===== src/rtl/instruction_sender_pkg.sv =====
// TitanComms protocol constants, opcode and sender state enums, frame geometry.
// Optional macro TITAN_SENDER_REPEAT_EN lengthens the READ frame by a REPEAT byte.
package instruction_sender_pkg;

    localparam int ADDR_W = 24;
    localparam int VAL_W  = 32;

    typedef enum logic [7:0] {
        OP_WRITE    = 8'h01,
        OP_READ     = 8'h02,
        OP_STREAM   = 8'h03,
        OP_TRANSFER = 8'h04,
        OP_REPEAT   = 8'h05
    } titan_op_e;

    typedef enum logic [2:0] {
        ST_IDLE    = 3'd0,
        ST_LOAD    = 3'd1,
        ST_SEND    = 3'd2,
        ST_WAIT_RX = 3'd3,
        ST_DONE    = 3'd4
    } sender_state_e;

    localparam int WRITE_FRAME_LEN = 8;
`ifdef TITAN_SENDER_REPEAT_EN
    localparam int READ_FRAME_LEN  = 10;
`else
    localparam int READ_FRAME_LEN  = 9;
`endif

    localparam logic [3:0] WRITE_LAST_IDX    = 4'(WRITE_FRAME_LEN - 1);
    localparam logic [3:0] READ_LAST_IDX     = 4'(READ_FRAME_LEN - 1);
    // The four returned data bytes arrive in the last four exchanges of a READ.
    localparam logic [3:0] CAPTURE_FIRST_IDX = 4'(READ_FRAME_LEN - 4);

    function automatic logic is_supported(input logic [7:0] op);
        return (op == OP_WRITE) || (op == OP_READ);
    endfunction

endpackage


===== src/rtl/instruction_sender_if.sv =====
// Command, response and SPI byte-engine signals of the instruction sender.
// master = the sender itself; slave = host logic plus SPI controller.
interface instruction_sender_if;
    import instruction_sender_pkg::*;

    logic              cmd_valid;
    logic              cmd_ready;
    logic [7:0]        cmd_op;
    logic [ADDR_W-1:0] cmd_address;
    logic [VAL_W-1:0]  cmd_value;
    logic              rsp_valid;
    logic [VAL_W-1:0]  rsp_value;
    logic              rsp_error;
    logic              spi_tx_valid;
    logic              spi_tx_ready;
    logic [7:0]        spi_tx_byte;
    logic              spi_rx_valid;
    logic [7:0]        spi_rx_byte;

    modport master (
        input  cmd_valid, cmd_op, cmd_address, cmd_value,
        input  spi_tx_ready, spi_rx_valid, spi_rx_byte,
        output cmd_ready, rsp_valid, rsp_value, rsp_error,
        output spi_tx_valid, spi_tx_byte
    );

    modport slave (
        output cmd_valid, cmd_op, cmd_address, cmd_value,
        output spi_tx_ready, spi_rx_valid, spi_rx_byte,
        input  cmd_ready, rsp_valid, rsp_value, rsp_error,
        input  spi_tx_valid, spi_tx_byte
    );

endinterface


===== src/rtl/instruction_sender_frame_builder.sv =====
// Combinational map (op, address, value, idx) -> outgoing protocol byte; zero latency, no backpressure.
// TITAN_SENDER_REPEAT_EN inserts REPEAT at READ index 4.
module instruction_sender_frame_builder
    import instruction_sender_pkg::*;
#(
    parameter logic [7:0] TRAILER_BYTE = 8'h00
) (
    input  logic [7:0]        op_i,
    input  logic [ADDR_W-1:0] address_i,
    input  logic [VAL_W-1:0]  value_i,
    input  logic [3:0]        idx_i,
    output logic [7:0]        byte_o
);

    always_comb begin
        byte_o = 8'h00;
        case (idx_i)
            4'd0: byte_o = op_i;
            4'd1: byte_o = address_i[23:16];
            4'd2: byte_o = address_i[15:8];
            4'd3: byte_o = address_i[7:0];
            default: begin
                if (op_i == OP_WRITE) begin
                    case (idx_i)
                        4'd4:    byte_o = value_i[31:24];
                        4'd5:    byte_o = value_i[23:16];
                        4'd6:    byte_o = value_i[15:8];
                        4'd7:    byte_o = value_i[7:0];
                        default: byte_o = 8'h00;
                    endcase
                end else if (idx_i == READ_LAST_IDX) begin
                    byte_o = TRAILER_BYTE;
`ifdef TITAN_SENDER_REPEAT_EN
                end else if (idx_i == 4'd4) begin
                    byte_o = OP_REPEAT;
`endif
                end else if (idx_i < READ_LAST_IDX) begin
                    byte_o = OP_TRANSFER;
                end
            end
        endcase
    end

endmodule


===== src/rtl/instruction_sender.sv =====
// TitanComms SPI instruction initiator: serialises WRITE/READ frames one byte at a time, reassembles READ data.
// Latency: 3 cycles minimum per byte plus one DONE cycle; cmd_ready only in IDLE, bytes held until spi_tx_ready.
// Optional macro TITAN_SENDER_REPEAT_EN (10-byte READ frame with REPEAT before the TRANSFERs).
module instruction_sender
    import instruction_sender_pkg::*;
#(
    parameter int         ADDRESS_WIDTH = 24,
    parameter int         VALUE_WIDTH   = 32,
    parameter logic [7:0] TRAILER_BYTE  = 8'h00
) (
    input  logic                 clk,
    input  logic                 rst,
    instruction_sender_if.master bus
);

    localparam logic [2:0] S_IDLE    = ST_IDLE;
    localparam logic [2:0] S_LOAD    = ST_LOAD;
    localparam logic [2:0] S_SEND    = ST_SEND;
    localparam logic [2:0] S_WAIT_RX = ST_WAIT_RX;
    localparam logic [2:0] S_DONE    = ST_DONE;

    logic [2:0]               state_q, state_d;
    logic [3:0]               idx_q, idx_d;
    logic [7:0]               op_q, op_d;
    logic [ADDRESS_WIDTH-1:0] addr_q, addr_d;
    logic [VALUE_WIDTH-1:0]   val_q, val_d;
    logic [VALUE_WIDTH-1:0]   acc_q, acc_d;
    logic [VALUE_WIDTH-1:0]   rsp_value_q, rsp_value_d;
    logic                     rsp_valid_q, rsp_valid_d;
    logic                     rsp_error_q, rsp_error_d;
    logic                     tx_valid_q, tx_valid_d;
    logic [7:0]               tx_byte_q, tx_byte_d;
    logic [7:0]               frame_byte;
    logic [3:0]               last_idx;

    instruction_sender_frame_builder #(
        .TRAILER_BYTE (TRAILER_BYTE)
    ) u_frame_builder (
        .op_i      (op_q),
        .address_i (addr_q),
        .value_i   (val_q),
        .idx_i     (idx_q),
        .byte_o    (frame_byte)
    );

    assign last_idx = (op_q == OP_READ) ? READ_LAST_IDX : WRITE_LAST_IDX;

    always_comb begin
        state_d     = state_q;
        idx_d       = idx_q;
        op_d        = op_q;
        addr_d      = addr_q;
        val_d       = val_q;
        acc_d       = acc_q;
        rsp_value_d = rsp_value_q;
        rsp_valid_d = 1'b0;
        rsp_error_d = 1'b0;
        tx_valid_d  = tx_valid_q;
        tx_byte_d   = tx_byte_q;
        case (state_q)
            S_IDLE: begin
                if (bus.cmd_valid) begin
                    op_d   = bus.cmd_op;
                    addr_d = bus.cmd_address;
                    val_d  = bus.cmd_value;
                    idx_d  = 4'd0;
                    acc_d  = '0;
                    if (is_supported(bus.cmd_op)) begin
                        state_d = S_LOAD;
                    end else begin
                        rsp_error_d = 1'b1;
                    end
                end
            end
            S_LOAD: begin
                tx_valid_d = 1'b1;
                tx_byte_d  = frame_byte;
                state_d    = S_SEND;
            end
            S_SEND: begin
                if (bus.spi_tx_ready) begin
                    tx_valid_d = 1'b0;
                    state_d    = S_WAIT_RX;
                end
            end
            S_WAIT_RX: begin
                if (bus.spi_rx_valid) begin
                    // Only the exchanges following each TRANSFER carry read data.
                    if (op_q == OP_READ && idx_q >= CAPTURE_FIRST_IDX) begin
                        acc_d = {acc_q[VALUE_WIDTH-9:0], bus.spi_rx_byte};
                    end
                    if (idx_q == last_idx) begin
                        state_d     = S_DONE;
                        rsp_valid_d = 1'b1;
                        if (op_q == OP_READ) begin
                            rsp_value_d = {acc_q[VALUE_WIDTH-9:0], bus.spi_rx_byte};
                        end
                    end else begin
                        idx_d   = idx_q + 4'd1;
                        state_d = S_LOAD;
                    end
                end
            end
            S_DONE: begin
                state_d = S_IDLE;
            end
            default: begin
                state_d    = S_IDLE;
                tx_valid_d = 1'b0;
            end
        endcase
    end

    always_ff @(posedge clk) begin
        if (rst) begin
            state_q     <= S_IDLE;
            idx_q       <= 4'd0;
            op_q        <= 8'h00;
            addr_q      <= '0;
            val_q       <= '0;
            acc_q       <= '0;
            rsp_value_q <= '0;
            rsp_valid_q <= 1'b0;
            rsp_error_q <= 1'b0;
            tx_valid_q  <= 1'b0;
            tx_byte_q   <= 8'h00;
        end else begin
            state_q     <= state_d;
            idx_q       <= idx_d;
            op_q        <= op_d;
            addr_q      <= addr_d;
            val_q       <= val_d;
            acc_q       <= acc_d;
            rsp_value_q <= rsp_value_d;
            rsp_valid_q <= rsp_valid_d;
            rsp_error_q <= rsp_error_d;
            tx_valid_q  <= tx_valid_d;
            tx_byte_q   <= tx_byte_d;
        end
    end

    assign bus.cmd_ready    = (state_q == S_IDLE) && !rst;
    assign bus.rsp_valid    = rsp_valid_q;
    assign bus.rsp_value    = rsp_value_q;
    assign bus.rsp_error    = rsp_error_q;
    assign bus.spi_tx_valid = tx_valid_q;
    assign bus.spi_tx_byte  = tx_byte_q;

endmodule


===== src/flat_wrapper.sv =====
// flat-port wrapper written by rule: the top's interface ports become plain ports
module instruction_sender_flat import instruction_sender_pkg::*;
#(
    parameter int         ADDRESS_WIDTH = 24,
    parameter int         VALUE_WIDTH   = 32,
    parameter logic [7:0] TRAILER_BYTE  = 8'h00
)
  (clk, rst, bus_cmd_valid, bus_cmd_op, bus_cmd_address, bus_cmd_value, bus_spi_tx_ready, bus_spi_rx_valid, bus_spi_rx_byte, bus_cmd_ready, bus_rsp_valid, bus_rsp_value, bus_rsp_error, bus_spi_tx_valid, bus_spi_tx_byte);
  instruction_sender_if bus_i ();
  input  logic clk;
  input  logic rst;
  input wire logic [$bits(bus_i.cmd_valid)-1:0] bus_cmd_valid;
  input wire logic [$bits(bus_i.cmd_op)-1:0] bus_cmd_op;
  input wire logic [$bits(bus_i.cmd_address)-1:0] bus_cmd_address;
  input wire logic [$bits(bus_i.cmd_value)-1:0] bus_cmd_value;
  input wire logic [$bits(bus_i.spi_tx_ready)-1:0] bus_spi_tx_ready;
  input wire logic [$bits(bus_i.spi_rx_valid)-1:0] bus_spi_rx_valid;
  input wire logic [$bits(bus_i.spi_rx_byte)-1:0] bus_spi_rx_byte;
  output wire logic [$bits(bus_i.cmd_ready)-1:0] bus_cmd_ready;
  output wire logic [$bits(bus_i.rsp_valid)-1:0] bus_rsp_valid;
  output wire logic [$bits(bus_i.rsp_value)-1:0] bus_rsp_value;
  output wire logic [$bits(bus_i.rsp_error)-1:0] bus_rsp_error;
  output wire logic [$bits(bus_i.spi_tx_valid)-1:0] bus_spi_tx_valid;
  output wire logic [$bits(bus_i.spi_tx_byte)-1:0] bus_spi_tx_byte;
  assign bus_i.cmd_valid = bus_cmd_valid;
  assign bus_i.cmd_op = bus_cmd_op;
  assign bus_i.cmd_address = bus_cmd_address;
  assign bus_i.cmd_value = bus_cmd_value;
  assign bus_i.spi_tx_ready = bus_spi_tx_ready;
  assign bus_i.spi_rx_valid = bus_spi_rx_valid;
  assign bus_i.spi_rx_byte = bus_spi_rx_byte;
  assign bus_cmd_ready = bus_i.cmd_ready;
  assign bus_rsp_valid = bus_i.rsp_valid;
  assign bus_rsp_value = bus_i.rsp_value;
  assign bus_rsp_error = bus_i.rsp_error;
  assign bus_spi_tx_valid = bus_i.spi_tx_valid;
  assign bus_spi_tx_byte = bus_i.spi_tx_byte;
  instruction_sender #(.ADDRESS_WIDTH(ADDRESS_WIDTH), .VALUE_WIDTH(VALUE_WIDTH), .TRAILER_BYTE(TRAILER_BYTE)) u_core (.clk(clk), .rst(rst), .bus(bus_i));
endmodule

===== config.mk =====
export PLATFORM = sky130hd
export DESIGN_NAME = instruction_sender_flat
export DESIGN_NICKNAME = d
export VERILOG_FILES = /design/src/rtl/instruction_sender_pkg.sv /design/src/rtl/instruction_sender_if.sv /design/src/rtl/instruction_sender_frame_builder.sv /design/src/rtl/instruction_sender.sv /design/src/flat_wrapper.sv
export SDC_FILE = /design/constraint.sdc
export NUM_CORES = 1
export LEC_CHECK = 0
export BUFFER_PORTS_ARGS = -buffer_cell sky130_fd_sc_hd__buf_2
export CAP_MARGIN = 30
export CORE_MARGIN = 10
export CORE_UTILIZATION = 25
export CTS_CLUSTER_DIAMETER = 120
export DETAILED_ROUTE_END_ITERATION = 6
export GPL_ROUTABILITY_DRIVEN = 0
export PLACE_DENSITY_LB_ADDON = 0.08
export SLEW_MARGIN = 20
export SYNTH_ARGS = -nofsm -noshare
export SYNTH_HDL_FRONTEND = slang
export SYNTH_SLANG_ARGS = --single-unit

===== constraint.sdc =====
create_clock -name clk -period 2 [get_ports clk]
set_input_delay 0 -clock clk [delete_from_list [all_inputs] [get_ports clk]]
set_output_delay 0 -clock clk [all_outputs]
set_load 0.01 [all_outputs]

==> results of run 1 <==
==> layout by cell type (no fill, tap or decap), types with 3 or more instances in the layout <==
master	n
a21oi_1	113
a221oi_1	8
a22o_1	8
a22oi_1	14
and3_1	3
buf_12	5
buf_2	119
buf_4	24
clkbuf_16	17
clkinv_4	3
dfxtp_1	136
dlygate4sd3_1	73
ha_1	5
inv_1	7
inv_6	4
mux2i_1	25
nand2_1	220
nand2b_1	27
nand3_1	5
nor2_1	14
nor3b_1	3
nor4_1	5
o21ai_0	3
o22ai_1	9
o31ai_1	7
==> state kept, by name, indices dropped and copies added, names as in the netlist, 3 cells and up <==
name / cells
u_core.acc_q: 24
u_core.addr_q: 24
u_core.bus.rsp_value: 32
u_core.bus.spi_tx_byte: 8
u_core.idx_q: 4
u_core.op_q: 8
u_core.state_q: 3
u_core.val_q: 32
==> critical path, cell delays in order (launching register included) <==
cell      delay (ns)
dfxtp_2         0.36
inv_1           0.09
ha_1            0.22
buf_4           0.21
a22o_1          0.25
a221oi_1        0.28
o31ai_1         0.17
o22ai_1         0.13
nor2_1          0.05
==> per-stage QoR <==
step | setup slack, ns | hold WS (ns) | setup TNS (ns) | std cells | util [%]
after floorplan | 0.0295 | 0.136 | 0 | 700 | -
final | 0.0917 | 0.0624 | 0 | 1183 | 35.7
after global routing | 0.00455 | 0.0667 | 0 | 1183 | 35.7
after detailed placement | -0.0516 | 0.245 | -0.281 | 1077 | 29.7
after global placement | 0.0193 | 0.242 | 0 | 1077 | 29.7
after CTS | 0.00897 | 0.0480 | 0 | 1183 | 35.7
==> kinds of logic after synthesis <==
group / after synthesis / share of synthesized area [%]
AND/OR/NAND/NOR: 297 / 23.4
AO/OA/AOI/OAI: 171 / 17.6
flip-flops: 138 / 48.2
buffers and inverters: 62 / 5.06
multiplexers: 26 / 4.56
adder cells (fa/ha/maj): 5 / 1.09
XOR/XNOR: 1 / 0.153
==> cells in the mapped netlist (all sizes together) (3+ instances only) <==
cell / n
clkbuf: 36
dfxtp: 138
o22ai: 9
nand2b: 27
a22o: 8
mux2i: 25
nor3b: 5
a21oi: 113
buf: 19
ha: 5
and3: 3
nor4b: 3
a221oi: 8
nand3: 5
nand2: 221
o31ai: 7
inv: 7
nor2: 15
a22oi: 14
o21ai: 3
nor4: 6
==> report_power, final <==
group          switching (W)  internal (W)  total (W)
registers          0.0000480       0.00283    0.00287
logic               0.000238      0.000266   0.000504
clock network        0.00131       0.00191    0.00322
==> final cells by class <==
cell class | count | area, µm²
clock buffer | 19 | 443
clock inverter | 13 | 159
fill | 2382 | 14500
inverter | 7 | 26.3
multi-input combinational | 500 | 2700
sequential | 138 | 2770
tap | 285 | 357
timing repair buffer | 221 | 1610
==> worst paths after layout <==
kind	cells after the start	from	endpoint
max	8	u_core.idx_q[1]	u_core.bus.spi_tx_byte[5]
min	2	rst	u_core.bus.spi_tx_valid
max reg2reg	8	u_core.idx_q[1]	u_core.bus.spi_tx_byte[5]
min reg2reg	2	u_core.bus.rsp_value[12]	u_core.bus.rsp_value[12]
==> repair_timing <==
action                     CTS  global route
resized for setup            0             3
buffers inserted             1             0
pin swaps                    1             1
hold endpoints to repair    81             0
hold buffers                73             0
setup endpoints to repair    7            10
==> per-layer routing <==
metal | global-route usage, % | wire (µm)
met1 | 14.7 | 8150
met2 | 21.6 | 9110
met3 | 3.64 | 726
met4 | 3.52 | 159
met5 | 0 | 0
==> flow_summary.toml, run 1 <==
[worst_setup_path]
end_kind = "flip-flop"
worstSetupPathType = "reg2reg"
cp-start-kind = "flip-flop"
arrival_ns = 2.19
critPathRequiredTime_ns = 2.28
ff2ff_setup_slack_ns = 0.09
crit_path_max_fanout = 16

[flow_run]
max_cap_violations = 0

[logic_synthesis]
avgSynthCellArea_um2 = 8.19
yosys_most_used_dff = "dfxtp_1"
postSynthCellCount = 700
synth_edf_count = 0
ys_types = 46
yosys_warnings = 0
ys_seq_area_share_pct = 48.2
async_flop_share_pct = 0
synth_area_leader_cell = "dfxtp_1"
synth.area.top_cells = "dfxtp_1, nand2_1, a21oi_1"
syn-cell-area_mm2 = 0.00573
synth_top_area_share_pct = 48.2
syn_nets = 782
synth-seq-cells = 138

[hold_path]
min_path_type = "in2reg"

[timing]
max-slew-margin-rel_pct = 62.2
final.period_utilization_pct = 95.4
worstMarginPinSlew_ns = 0.567
fmax_mhz = 524
drv_slew = 0
clock_skew_ns = 0.0124
setup_viol = 0
min_period_ns = 1.91
hold_violations = 0
grt_setup_unrepaired = "false"

[floorplan]
rows = 55
floorplan.initialDensity_pct = 25.4
core_mm2 = 0.0226
die-width_um = 171
die_h_um = 171
die_area_mm2 = 0.0294
ios = 121

[global_route]
gr-total-overflow = 0
grt_usage_pct = 12.5
grt_max_degree = 68
grt_pass1_wl_um = 29400
antenna_found_initial = 0
grt_pass1_vias = 5735

[routing]
wirelength_um = 18200
route.detailed.drc = 0
drt_iter0_drc = 267
vias = 5429
avgViaCountPerCell = 4.59
antenna_left = 0
wl_per_cell_um = 15.3
first_pass_iters = 4

[clock_network]
cts_made_buffers = 17
worstSkewPairLatency_ns = 0.42
cts_sinks = 138
cts_root_buffer = "clkbuf_16"
cts_tree = "built"
h-tree-depth = 4
clk_pin_slew_ns = 0.06
cts_max_path_buffers = 2

[place]
dpl_cell_area_mm2 = 0.00671
hpwl_um = 12700
io_buffers = 120

[layout]
syn_to_final_growth_pct = 40.5
finalInstanceArea_mm2 = 0.00806
n_antenna_cell = 0
final_nets = 967
layout-drive-gt1-share_pct = 21.5

[run_status]
outcome = "completed"

[power_and_ir_drop]
p_leak_nw = 3.22
power_w = 0.00660
power-per-cell-area_mw_per_mm2 = 819
peakVddDrop_mv = 0.380
Note: power is estimated with default switching activity, not from simulation.
==> run 2, diff against run 1 <==
MAX_ROUTING_LAYER = met4   (was unset)
==> run 2 against run 1 <==
Compared with the run above: global-route usage is 0.36 points higher; flip-flop and latch count is the same; cell count is the same; hold slack improved by 0.0040 ns; non-clock buffer count unchanged; sequential share of layout area did not move; clock skew down 0.0043 ns; via count decreased by 0.15%.
==> flow_summary.toml, run 2 (same netlist as run 1, synthesis figures left out) <==
[run_status]
outcome = "completed"

[clock_network]
cts_root_buffer = "clkbuf_16"
clk_pin_slew_ns = 0.06
cts_max_path_buffers = 2
cts_tree = "built"
cts_sinks = 138
h-tree-depth = 4
cts_made_buffers = 17
worstSkewPairLatency_ns = 0.42

[worst_setup_path]
crit_path_max_incr_delay_ns = 0.36
cp-start-kind = "flip-flop"
end_kind = "flip-flop"
worstSetupPathType = "reg2reg"
critPathRequiredTime_ns = 2.28
arrival_ns = 2.18
cp_top_family = "compound AO/OA/AOI/OAI gates"
slowest_stage = "dfxtp_2"
crit_path_max_fanout = 16
crit_chain = "inv_1 > ha_1 > buf_4 > a22o_1 > a221oi_1 > o31ai_1 > o22ai_1 > nor2_1"
path_buf_inv = 2

[hold_path]
min_path_type = "in2reg"

[power_and_ir_drop]
peakVddDrop_mv = 0.383
power_w = 0.00661
clockPowerShare_pct = 48.9
switchingPower_w = 0.00160
power-per-cell-area_mw_per_mm2 = 820
p_seq_share_pct = 43.5
swShare_pct = 24.3
p_int_w = 0.00500
p_comb_share_pct = 7.6
p_leak_nw = 3.22

[global_route]
antenna_found_initial = 0
grt_pass1_wl_um = 29400
grt_pass1_vias = 5719
gr-total-overflow = 0
grt_usage_pct = 12.9
grt_max_degree = 68

[routing]
avgViaCountPerCell = 4.58
route.detailed.drc = 0
vias = 5421
drt_iter0_drc = 263
wirelength_um = 18200
antenna_left = 0
wl_per_cell_um = 15.3
first_pass_iters = 4

[floorplan]
die_h_um = 171
core_mm2 = 0.0226
die-width_um = 171
floorplan.initialDensity_pct = 25.4
die_area_mm2 = 0.0294
rows = 55
ios = 121

[layout]
ff_latch_area_mm2 = 0.00277
layout-drive-gt1-share_pct = 21.5
layout_commonest_cell = "nand2_1"
mostFrequentLayoutCells = "nand2_1, dfxtp_1, buf_2"
n_antenna_cell = 0
syn_to_final_growth_pct = 40.5
multi_input_area_mm2 = 0.00270
final_cells = 1183
final_nets = 967
fillers = 2382

[timing]
setup_viol = 0
max-slew-margin-rel_pct = 62.4
fmax_mhz = 527
grt_setup_unrepaired = "false"
hold_violations = 0
clock_skew_ns = 0.00813
worstMarginPinSlew_ns = 0.564
min_period_ns = 1.90
drv_slew = 0
final.period_utilization_pct = 94.9

[place]
place_inst = 1077
io_buffers = 120
hpwl_um = 12700

[flow_run]
max_cap_violations = 0
-- run 2: cell counts in the layout (fill, tap and decap cells not counted) --
No cell type changed its count.
-- run 2: power groups by stage --
stage / Sequential, W / Clock (W) / Combinational [W]
after global routing: 0.00288 / 0.00346 / 0.000560
after floorplan: 0.00292 / 0 / 0.000229
after detailed placement: 0.00294 / 0 / 0.000402
final: 0.00287 / 0.00323 / 0.000504
after global placement: 0.00294 / 0 / 0.000396
after CTS: 0.00287 / 0.00333 / 0.000512
-- run 2: path summary, 6_finish.rpt --
check / start / endpoint / slack (ns) / depth (start not counted)
setup / recovery: u_core.idx_q[1] / u_core.bus.spi_tx_byte[5] / 0.10 / 8
hold / removal: rst / u_core.bus.spi_tx_valid / 0.07 / 2
setup reg to reg: u_core.idx_q[1] / u_core.bus.spi_tx_byte[5] / 0.10 / 8
hold reg to reg: u_core.bus.rsp_value[12] / u_core.bus.rsp_value[12] / 0.45 / 2
-- run 2: metal layers --
layer	part of all wire, %	vias to the layer above	routed length [µm]	global-route usage (%)
li1	-	2757	-	-
met4	0.85	0	155	3.52
met2	50	97	9120	21.7
met3	3.4	9	615	3.30
met1	46	2558	8260	14.9
met5	0	-	0	-
-- run 2: timing repair --
item / CTS / global route
endpoints found under the setup margin: 7 / 11
hold endpoints to repair: 81 / 0
buffers inserted: 1 / 0
resized for setup: 0 / 3
hold buffers: 73 / 0
pin swaps: 1 / 1
-- run 2: layout make-up --
cell class,count,area share (%)
Clock buffer,19,5.50
Clock inverter,13,1.97
Inverter,7,0.326
Multi-Input combinational cell,500,33.5
Sequential cell,138,34.3
Tap cell,285,4.43
Timing Repair Buffer,221,19.9
-- run 2: per-stage QoR --
stage	hold WS (ns)	TNS [ns]	worst slack (ns)	instance area, µm²	util [%]
2_1_floorplan	0.136	0	0.0295	5730	-
3_3_place_gp	0.242	0	0.0193	6710	29.7
3_5_place_dp	0.245	-0.281	-0.0516	6710	29.7
4_1_cts	0.0480	0	0.00897	8050	35.7
5_1_grt	0.0667	0	0.00455	8060	35.7
6_report	0.0664	0	0.101	8060	35.7
==> run 3, diff against run 2 <==
CTS_BUF_LIST = sky130_fd_sc_hd__clkbuf_4 sky130_fd_sc_hd__clkbuf_8   (was unset)
==> run 3 against run 2 <==
Compared with the run above: maximum frequency increased by 0.84%; first-iteration DRC count increased by 5.3%; clock power decreased by 25%; sequential power about the same; cell count unchanged; sequential share of layout area increased by 0.79 points; critical path type unchanged; critical endpoint is now u_core.bus.rsp_value[24]; largest cell class unchanged.
==> flow_summary.toml, run 3 (same netlist as run 1, synthesis figures left out) <==
[timing]
drv_slew = 0
max-slew-margin-rel_pct = 62.0
setup_viol = 0
fmax_mhz = 531
clock_skew_ns = 0.0125
grt_setup_unrepaired = "false"
hold_violations = 0
final.period_utilization_pct = 94.1
min_period_ns = 1.88
worstMarginPinSlew_ns = 0.570

[clock_network]
cts_max_path_buffers = 2
worstSkewPairLatency_ns = 0.44
h-tree-depth = 4
cts_made_buffers = 17
clk_pin_slew_ns = 0.09
cts_tree = "built"
cts_root_buffer = "clkbuf_8"
cts_sinks = 138

[routing]
first_pass_iters = 4
avgViaCountPerCell = 4.59
route.detailed.drc = 0
wl_per_cell_um = 15.3
wirelength_um = 18100
antenna_left = 0
drt_iter0_drc = 277
vias = 5430

[floorplan]
die_h_um = 171
die-width_um = 171
core_mm2 = 0.0226
die_area_mm2 = 0.0294
rows = 55
floorplan.initialDensity_pct = 25.4
ios = 121

[global_route]
gr-total-overflow = 0
grt_pass1_vias = 5715
grt_max_degree = 68
grt_usage_pct = 12.8
antenna_found_initial = 0
grt_pass1_wl_um = 29300

[worst_setup_path]
ff2ff_path_depth = 6
worstSetupPathType = "reg2reg"
crit_path_max_fanout = 19
cp-start-kind = "flip-flop"
ff2ff_setup_slack_ns = 0.12
arrival_ns = 2.20
r2r-end = "u_core.bus.rsp_value[24]"
endpoint = "u_core.bus.rsp_value[24]"
regToRegStartpoint = "u_core.op_q[3]"
critPathRequiredTime_ns = 2.31
end_kind = "flip-flop"
crit_start = "u_core.op_q[3]"

[layout]
ff_latch_area_mm2 = 0.00277
layout_commonest_cell = "nand2_1"
syn_to_final_growth_pct = 37.3
fin_util_pct = 34.9
final_cells = 1183
mostFrequentLayoutCells = "nand2_1, dfxtp_1, buf_2"
final_nets = 967
multi_input_area_mm2 = 0.00271
fillers = 2403
layout-drive-gt1-share_pct = 21.7
n_antenna_cell = 0

[power_and_ir_drop]
power_w = 0.00579
peakVddDrop_mv = 0.319
power-per-cell-area_mw_per_mm2 = 735
p_leak_nw = 3.14

[hold_path]
min_path_type = "in2reg"

[run_status]
outcome = "completed"

[place]
place_inst = 1077
io_buffers = 120
hpwl_um = 12700

[flow_run]
max_cap_violations = 0
## run 3: cell counts in the layout (fill, tap and decap cells not counted)
Identical to the previous run, type by type.
## run 3: layout make-up
| cell class | count | area share (%) |
|---|---|---|
| inverter | 7 | 0.334 |
| clock inverter | 13 | 2.02 |
| tap | 285 | 4.53 |
| sequential | 138 | 35.1 |
| timing repair buffer | 221 | 20.4 |
| multi-input combinational | 500 | 34.4 |
| clock buffer | 19 | 3.24 |
## run 3: worst min-delay path by stage
| stage | from | end | slack (ns) | cells past startpoint |
|---|---|---|---|---|
| floorplan | bus_cmd_address[0] | u_core.addr_q[0] | 0.14 | 2 |
| global placement | bus_cmd_value[13] | u_core.val_q[13] | 0.24 | 3 |
| detailed placement | bus_cmd_value[3] | u_core.val_q[3] | 0.25 | 3 |
| CTS | rst | u_core.bus.spi_tx_byte[3] | 0.008 | 2 |
| global route | rst | u_core.bus.spi_tx_byte[5] | 0.02 | 2 |
| finish | rst | u_core.bus.spi_tx_valid | 0.04 | 2 |
## run 3: where the power goes
group          switching (W)  internal (W)  leakage, nW
Combinational       0.000238      0.000266         1.81
Clock                0.00122       0.00119        0.205
Sequential         0.0000483       0.00282         1.12
## run 3: routing by layer
layer  wire, µm  vias up  global-route usage (%)  share of wire, %
met5          0        -                       -                 0
met1       8240     2573                    15.0                46
met3        607        8                    3.12               3.4
met4        142        0                    3.48              0.78
li1           -     2755                       -                 -
met2       9120       94                    21.6                50
## run 3: stage by stage
| stage | hold slack (ns) | setup slack [ns] | instance area [µm²] | TNS [ns] |
|---|---|---|---|---|
| 2_1_floorplan | 0.136 | 0.0295 | 5730 | 0 |
| 3_3_place_gp | 0.242 | 0.0193 | 6710 | 0 |
| 3_5_place_dp | 0.245 | -0.0516 | 6710 | -0.281 |
| 4_1_cts | 0.00794 | 0.00904 | 7860 | 0 |
| 5_1_grt | 0.0236 | 0.00439 | 7880 | 0 |
| 6_report | 0.0380 | 0.117 | 7880 | 0 |
## run 3: what timing repair did
item,CTS,global route
pin swaps,1,1
gates resized for setup,0,4
hold endpoints to repair,84,0
endpoints found under the setup margin,7,11
setup buffers,1,0
hold buffers,73,0
## run 3: worst max-delay path, stage by stage (launching register included)
cell and delay, ns:
dfxtp_1 0.37, nor4_4 0.46, nand2_2 0.15, or3_1 0.40
buf_4 0.22, nand2_1 0.09, a21oi_1 0.06
